<file path="src/rtl/rr_arb_pkg.sv">
// Shared types and helpers for the round-robin arbiter and its picker.
package rr_arb_pkg;

    localparam int RR_MAX_N   = 32;
    localparam int RR_MAX_IDW = $clog2(RR_MAX_N);

    typedef enum logic {
        IDLE  = 1'b0,
        GRANT = 1'b1
    } rr_state_e;

    // OR-based encoder: exact for one-hot input, zero for an all-zero input.
    function automatic logic [RR_MAX_IDW-1:0] onehot_to_bin(input logic [RR_MAX_N-1:0] oh);
        logic [RR_MAX_IDW-1:0] bin;
        bin = '0;
        for (int i = 0; i < RR_MAX_N; i++) begin
            if (oh[i]) bin = bin | RR_MAX_IDW'(i);
        end
        return bin;
    endfunction

endpackage

</file>
<file path="src/rtl/rr_arbiter_n_if.sv">
// Request/grant bundle between N requesters and the round-robin arbiter.
interface rr_arbiter_n_if #(
    parameter int N = 4
) ();
    localparam int IDW = $clog2(N);

    logic [N-1:0]   req;
    logic [N-1:0]   gnt;
    logic [IDW-1:0] gnt_id;
    logic           gnt_valid;

    modport master (output req, input gnt, input gnt_id, input gnt_valid);
    modport slave  (input req, output gnt, output gnt_id, output gnt_valid);

endinterface

</file>
<file path="src/rtl/rr_pick.sv">
// Combinational rotating-priority picker: first set bit of cand searching from ptr+1 circularly.
module rr_pick
    import rr_arb_pkg::*;
#(
    parameter int N   = 4,
    parameter int IDW = $clog2(N)
) (
    input  logic [N-1:0]   cand,
    input  logic [IDW-1:0] ptr,
    output logic [N-1:0]   win,
    output logic [IDW-1:0] win_id,
    output logic           any
);

    logic [IDW:0] shamt;
    logic [N-1:0] rot;
    logic [N-1:0] rot_win;

    // Rotate so bit 0 is channel ptr+1, isolate the lowest set bit, then rotate back.
    assign shamt   = {1'b0, ptr} + (IDW+1)'(1);
    assign rot     = N'({cand, cand} >> shamt);
    assign rot_win = rot & (~rot + N'(1));
    assign win     = N'({rot_win, rot_win} << shamt >> N);
    assign win_id  = IDW'(onehot_to_bin(RR_MAX_N'(win)));
    assign any     = |cand;

endmodule

</file>
<file path="src/rtl/rr_arbiter_n.sv">
// N-channel round-robin arbiter with registered one-hot grant, grant hold and bounded hold time.
module rr_arbiter_n
    import rr_arb_pkg::*;
#(
    parameter int N        = 4,
    parameter int HOLD_MAX = 4,
    parameter int IDW      = $clog2(N)
) (
    input  logic             clk,
    input  logic             rst_n,
    rr_arbiter_n_if.slave    bus
);

    localparam int HCW = (HOLD_MAX < 1) ? 1 : $clog2(HOLD_MAX + 1);

    rr_state_e      state_q, state_d;
    logic [IDW-1:0] ptr_q, ptr_d;
    logic [HCW-1:0] hold_q, hold_d;
    logic [N-1:0]   gnt_q, gnt_d;
    logic [IDW-1:0] gnt_id_q, gnt_id_d;
    logic           gnt_valid_q;

    logic [N-1:0]   owner_oh;
    logic [N-1:0]   others;
    logic [N-1:0]   cand;
    logic [N-1:0]   win;
    logic [IDW-1:0] win_id;
    logic           any;
    logic           force_rel;

    assign owner_oh  = N'(1) << ptr_q;
    assign others    = bus.req & ~owner_oh;
    assign cand      = (state_q == IDLE) ? bus.req : others;
    assign force_rel = (HOLD_MAX != 0) && (hold_q == HCW'(HOLD_MAX)) && (|others);

    rr_pick #(.N(N), .IDW(IDW)) u_pick (
        .cand   (cand),
        .ptr    (ptr_q),
        .win    (win),
        .win_id (win_id),
        .any    (any)
    );

    always_comb begin
        // NOTE: every output of this block gets a default first, so no path leaves a value unassigned and no latch is inferred.
        state_d  = state_q;
        ptr_d    = ptr_q;
        hold_d   = hold_q;
        gnt_d    = gnt_q;
        gnt_id_d = gnt_id_q;

        unique case (state_q)
            IDLE: begin
                gnt_d = '0;
                if (any) begin
                    state_d  = GRANT;
                    ptr_d    = win_id;
                    hold_d   = HCW'(1);
                    gnt_d    = win;
                    gnt_id_d = win_id;
                end
            end
            GRANT: begin
                if (bus.req[ptr_q] && !force_rel) begin
                    if (HOLD_MAX != 0 && hold_q != HCW'(HOLD_MAX)) hold_d = hold_q + HCW'(1);
                end else if (any) begin
                    // Back-to-back handover: old bit falls and new bit rises at the same edge.
                    ptr_d    = win_id;
                    hold_d   = HCW'(1);
                    gnt_d    = win;
                    gnt_id_d = win_id;
                end else begin
                    state_d = IDLE;
                    gnt_d   = '0;
                end
            end
            default: state_d = IDLE;
        endcase
    end

    // NOTE: state registers use non-blocking assignments so every flop samples pre-edge values.
    always_ff @(posedge clk or negedge rst_n) begin
        if (!rst_n) begin
            state_q     <= IDLE;
            ptr_q       <= IDW'(N - 1);
            hold_q      <= '0;
            gnt_q       <= '0;
            gnt_id_q    <= '0;
            gnt_valid_q <= 1'b0;
        end else begin
            state_q     <= state_d;
            ptr_q       <= ptr_d;
            hold_q      <= hold_d;
            gnt_q       <= gnt_d;
            gnt_id_q    <= gnt_id_d;
            gnt_valid_q <= |gnt_d;
        end
    end

    assign bus.gnt       = gnt_q;
    assign bus.gnt_id    = gnt_id_q;
    assign bus.gnt_valid = gnt_valid_q;

endmodule

</file>
<file path="src/flat_wrapper.sv">
// flat-port wrapper written by rule: the top's interface ports become plain ports
module rr_arbiter_n_flat import rr_arb_pkg::*;
#(
    parameter int N        = 4,
    parameter int HOLD_MAX = 4,
    parameter int IDW      = $clog2(N)
)
  (clk, rst_n, bus_req, bus_gnt, bus_gnt_id, bus_gnt_valid);
  rr_arbiter_n_if #(.N(N)) bus_i ();
  input  logic clk;
  input  logic rst_n;
  input wire logic [$bits(bus_i.req)-1:0] bus_req;
  output wire logic [$bits(bus_i.gnt)-1:0] bus_gnt;
  output wire logic [$bits(bus_i.gnt_id)-1:0] bus_gnt_id;
  output wire logic [$bits(bus_i.gnt_valid)-1:0] bus_gnt_valid;
  assign bus_i.req = bus_req;
  assign bus_gnt = bus_i.gnt;
  assign bus_gnt_id = bus_i.gnt_id;
  assign bus_gnt_valid = bus_i.gnt_valid;
  rr_arbiter_n #(.N(N), .HOLD_MAX(HOLD_MAX), .IDW(IDW)) u_core (.clk(clk), .rst_n(rst_n), .bus(bus_i));
endmodule
</file>
<file path="config.mk">
export PLATFORM = sky130hd
export DESIGN_NAME = rr_arbiter_n_flat
export DESIGN_NICKNAME = d
export VERILOG_FILES = /design/src/rtl/rr_arb_pkg.sv /design/src/rtl/rr_arbiter_n_if.sv /design/src/rtl/rr_pick.sv /design/src/rtl/rr_arbiter_n.sv /design/src/flat_wrapper.sv
export SDC_FILE = /design/constraint.sdc
export NUM_CORES = 1
export LEC_CHECK = 0
export BUFFER_PORTS_ARGS = -buffer_cell sky130_fd_sc_hd__buf_2
export CAP_MARGIN = 10
export CORE_AREA = 2 2 54 56
export CTS_CLUSTER_DIAMETER = 120
export DETAILED_ROUTE_END_ITERATION = 10
export DIE_AREA = 0 0 56 58
export GPL_ROUTABILITY_DRIVEN = 0
export SLEW_MARGIN = 20
export SYNTH_ARGS = -nofsm -noshare
export SYNTH_HDL_FRONTEND = slang
export SYNTH_HIERARCHICAL = 1
export SYNTH_SLANG_ARGS = --single-unit
</file>
<file path="constraint.sdc">
create_clock -name clk -period 2.46 [get_ports clk]
set_input_delay 0.492 -clock clk [delete_from_list [all_inputs] [get_ports clk]]
set_output_delay 0.492 -clock clk [all_outputs]
set_load 0.02 [all_outputs]
</file>
; ---- Word-level counts from Yosys, hierarchy flattened
; Index checks and enable logic that the tools add are counted.
[totals]
register_bits = 13
input_bits = 6
output_inout_bits = 7
word_cells = 50
[op_classes]
n_addsub = 3
n_lt_le_gt_ge = 1
n_eq_ne = 4
shifts = 3
n_mux = 22
n_bitwise = 5
n_reduce_logical = 6
[ops]
columns = op, count
row1 = $mux 2, 6
row2 = $mux 4, 3
row3 = $reduce_or 4->1, 3
row4 = $mux 3, 3
row5 = $and 4x4->4, 2
row6 = $not 4->4, 2
row7 = $pmux 2 s2, 2
row8 = $pmux 4 s2, 1
row9 = $shl 8x3->8, 1
row10 = $shr 8x3->4, 1
row11 = $ne 3x3->1 const B, 2
row12 = $pmux 3 s2, 1
row13 = $add 4x1->4 const B, 1
row14 = $mux 1, 4
row15 = $shl 1x2->4 const A, 1
row16 = $add 2x1->3 const B, 1
row17 = $add 3x1->3 const B, 1
row18 = $eq 3x3->1 const B, 1
row19 = $lt 2x3->1 const B, 1
row20 = $bmux 1 s2, 1
row21 = $logic_and 1x1->1, 2
row22 = $ne 2x2->1 const B, 1
row23 = $pmux 1 s2, 1
row24 = $logic_not 1->1, 1
row25 = $not 1->1, 1

; ---- Depth between registers and ports, before layout
[depth]
depth_word = 15
mapped_depth = 10
mapped_depth_nobuf = 8

; ---- Modules after synthesis
; The synthesis kept the hierarchy.
[modules_own_cells]
columns = mod, instances, cells_per_inst, area_each_um2, seq_area_each_um2
row1 = rr_arbiter_n, 1, 69, 760.7, 327.8
row2 = rr_pick, 1, 52, 372.9, 0.0

; ---- Least setup slack after synthesis
; No wires, ideal clock.
[synth_path]
kind = register -> register
from = reg u_core.ptr_q[0]
to = reg u_core.gnt_id_q[1] (netlist: u_core/bus.gnt_id[1])
setup_time_ps = 128
t_arrival_ps = 2265
required_ps = 2332
path_slack_ps = 68
stages_incl_launch_ff = 10
path_buffers = 2
period_less_slack_ps = 2392
path_cell_list = dfstp_2 > nand2b_1 > o21a_1 > buf_2 > nor2_1 > nand2_1 > buf_1 > nand3_1 > o41ai_4 > mux2_1
[synth_via]
elab_cells_between_ends = 23
classes_between = add/sub: 2 / eq/ne: 1 / shift: 3 / mux: 8 / bitwise: 4 / reduce/logical: 5
[synth_lines]
columns = element, line
row1 = start: declaration, rr_arbiter_n.sv:17  ; logic [IDW-1:0] ptr_q, ptr_d;
row2 = start signal: assignment, rr_arbiter_n.sv:85  ; ptr_q <= IDW'(N - 1);
row3 = start signal: assignment, rr_arbiter_n.sv:92  ; ptr_q <= ptr_d;
row4 = $shl 1x2->4 *, rr_arbiter_n.sv:31  ; assign owner_oh = N'(1) << ptr_q;
row5 = $not 4->4 *, rr_arbiter_n.sv:32  ; assign others = bus.req & ~owner_oh;
row6 = $and 4x4->4 *, rr_arbiter_n.sv:32
row7 = $mux 4 *, rr_arbiter_n.sv:33  ; assign cand = (state_q == IDLE) ? bus.req : others;
row8 = named net u_core.cand[2], rr_arbiter_n.sv:25  ; logic [N-1:0] cand;
row9 = $reduce_or 4->1 *, rr_pick.sv:25  ; assign any = |cand;
row10 = named net u_core.any, rr_arbiter_n.sv:28  ; logic any;
row11 = $mux 2 *, "rr_arbiter_n.sv:55, rr_arbiter_n.sv:66"
row12 = $mux 2, rr_arbiter_n.sv:64  ; if (bus.req[ptr_q] && !force_rel) begin
row13 = $pmux 2 s2 *, rr_arbiter_n.sv:52  ; unique case (state_q)
row14 = end signal: assignment, rr_arbiter_n.sv:95  ; gnt_id_q <= gnt_id_d;
row15 = end: declaration, rr_arbiter_n.sv:20  ; logic [IDW-1:0] gnt_id_q, gnt_id_d;
; Mark *: on every way through the listed nets, which the timed path passes. The rest lies on a longest branch. The select of a mux whose other input is x is not followed.
; A chain may end at the register's enable or synchronous reset.

; ---- Final worst setup path
; Ends and elaborated chain as after synthesis.

==> metrics <==
status finished, final reports clean; Gate power share 0.741; gr ovfl total 0; Starting DRT DRC Count 29; share of the synthesized area in the top cell type 0.2428; Routed Wire Length 2470 um; Worst Clk Skew 0.003986 ns; post-synth top area cell dfrtp_1; synth unique cells 49; slowest stage delay, CP 0.55 ns; Max Slew Vio Count 0; maximum clock frequency 443.8 MHz; Buf/Inv on CP 2; hold_buf cts 0; Critical Path Start Type flop; reg2reg path depth 9; delay-heaviest family, CP flip-flops; Synth Net Count 130; DRC 0; core footprint 2663 um2; Worst Path Required 2.61 ns; Synth warnings 6; commonest non-fill, non-tap cells in the layout buf_2, dfrtp_1, nand2_1, inv_1, buf_4; initial core utilization 0.4258; RSZ-0062 raised after global routing no; final worst-path cycle share 0.9160; main flop type after synthesis dfrtp_1; GRT Util Overall 0.1589; kind of critical path flop to flop; Setup crit end kind flop; ANT cells 0; Leakage 0.0005525 uW; Post-DP HPWL 1934 um; CTS buffer count 3; Post-Synthesis Cells 121; Critical R2R Capture u_core/bus.gnt_id[1]; final number of hold-violating endpoints 0; wire per inst 14.53 um; final-stage net count 149; Seq cells post-synth 13; Avg Cell Area, Syn 9.368 um2; Cell Rows 19; VDD IR max 0.9652 mV; Setup TNS 0 ns; Tightest Pin Transition 0.5087 ns; RR Startpoint u_core/ptr_q[0]; height of the die 58 um; antenna violations before repair 0; HP Class primary input to asynchronous set/reset pin; full die area 3248 um2; die width 56 um; Net Sw Frac 0.4761; largest cells by area after synthesis dfrtp_1, mux2i_1, mux2_1, dfstp_2, o21a_1; Sequential Power Share 0.197; fin crit period 2.253 ns; clock share of power 0.062; Detail Route Antenna Nets 0; Initial DRT Pass Iterations 4; most used cell, CP buf_4; Port Buffers 12; via count 973; Bufs on Longest Clock Path 2; EDFF count, synth 0; commonest non-fill, non-tap cell in the layout buf_2; setup slack at placement 0.1312 ns; first-pass GRT wire length 4133 um; CTS Sinks 13; largest net degree at the start of global routing 16; share of layout cells above drive strength 1 0.2806; final worst slack 0.2067 ns; async set or reset register ratio after synthesis 1.000; root buf cell clkbuf_4; final setup fails 0; Area growth syn-to-layout 13.91%; WP data arrival 2.40 ns; H-tree levels 1; Clock Pin Slew Worst Setup and Hold Paths 0.07 ns; max-cap violations 0; P_int 1057 uW; Seq/Total Area, Yosys 0.2892; CTS tree built; io pins 13; Vias per Instance 5.724; pwr/cell area 1563 nW/um2; mapped cell area 1134 um2; NetSw 960.7 uW; Crit Path Max Fanout 7; FF-to-FF setup slack 0.21 ns; vias in the first global route 948; Slew HR 0.6609; CP cell instances nand2b_1 > o21a_2 > buf_4 > nor2_1 > nand2_1 > nand3_1 > o41ai_4 > buf_4 > mux2_1; worst skew pair latency 0.27 ns; Critical Path Slowest Stage Cell dfstp_2
[cells in the mapped netlist (2+ instances only)]
library cell   n
inv_1         10
nand3_1        3
nor4_1         3
and2_1         3
buf_2          3
nand2_1       10
nor2_1         5
ha_1           3
o31ai_1        2
nor3_1         4
nand4bb_1      2
buf_4          3
o21a_1         6
dfstp_2        2
o22ai_1        3
a21oi_1        4
dfrtp_1       11
mux2i_1        8
nand2b_1       2
mux2_1         5
[registers in the layout, indices dropped and copies added, names as in the netlist]
register,count
u_core/state_q,1
u_core/bus.gnt,4
u_core/ptr_q,2
u_core/bus.gnt_id,2
u_core/hold_q,3
u_core/bus.gnt_valid,1
[cells by family after synthesis]
logic type	synth area share
simple gates	0.2340
compound gates	0.2439
buf+inv	0.07946
mux	0.1203
flops	0.2892
fa+ha+maj	0.03312
[stage by stage]
step	std cells	util	hold slack [ns]	instance area (um2)	total power [uW]
3_5_place_dp	166	0.4713	0.3942	1255	1868
5_1_grt	170	0.4850	0.09737	1291	2196
3_3_place_gp	166	0.4713	0.3816	1255	1850
6_report	170	0.4850	0.09211	1291	2018
4_1_cts	170	0.4812	0.09857	1281	2003
2_1_floorplan	121	-	0.1964	1134	1514
[timing repair]
| action | CTS | global route |
|---|---|---|
| endpoints found under the setup margin | 0 | 1 |
| resized for setup | 0 | 3 |
| buffers inserted | 0 | 0 |
[final cells by class]
cell class | instances | area [um2]
well taps | 31 | 38.79
multi-input cells | 90 | 725.7
inverters | 10 | 37.54
clock buffers | 4 | 26.28
repair buffers | 22 | 135.1
fillers | 260 | 1371
flip-flops and latches | 13 | 327.8
[power groups by stage]
| stage | Sequential (uW) | Combinational (uW) | Clock (uW) |
|---|---|---|---|
| floorplan | 462 | 1050 | 0 |
| global placement | 396 | 1450 | 0 |
| detailed placement | 401 | 1470 | 0 |
| CTS | 397 | 1480 | 131 |
| global route | 411 | 1640 | 144 |
| finish | 398 | 1490 | 125 |
[routing by layer]
metal	track usage	wire [um]	vias up
li1	-	-	487
met1	0.2129	1141	449
met2	0.2706	1180	31
met3	0.03348	110	6
met4	0.02721	38	0
met5	0	0	-
[worst max path at each step]
stage	from	endpoint	slack, ns	cells past startpoint
after floorplan	u_core/ptr_q[0]	u_core/bus.gnt_id[1]	0.07	9
after global placement	bus_req[1]	u_core/bus.gnt_valid	0.18	8
after detailed placement	bus_req[1]	u_core/bus.gnt_valid	0.13	8
after CTS	u_core/ptr_q[0]	u_core/bus.gnt_id[1]	0.12	9
after global routing	u_core/ptr_q[0]	u_core/bus.gnt_valid	0.01	8
final	u_core/ptr_q[0]	u_core/bus.gnt_id[1]	0.21	9
Note: power is estimated with default switching activity, not from simulation.
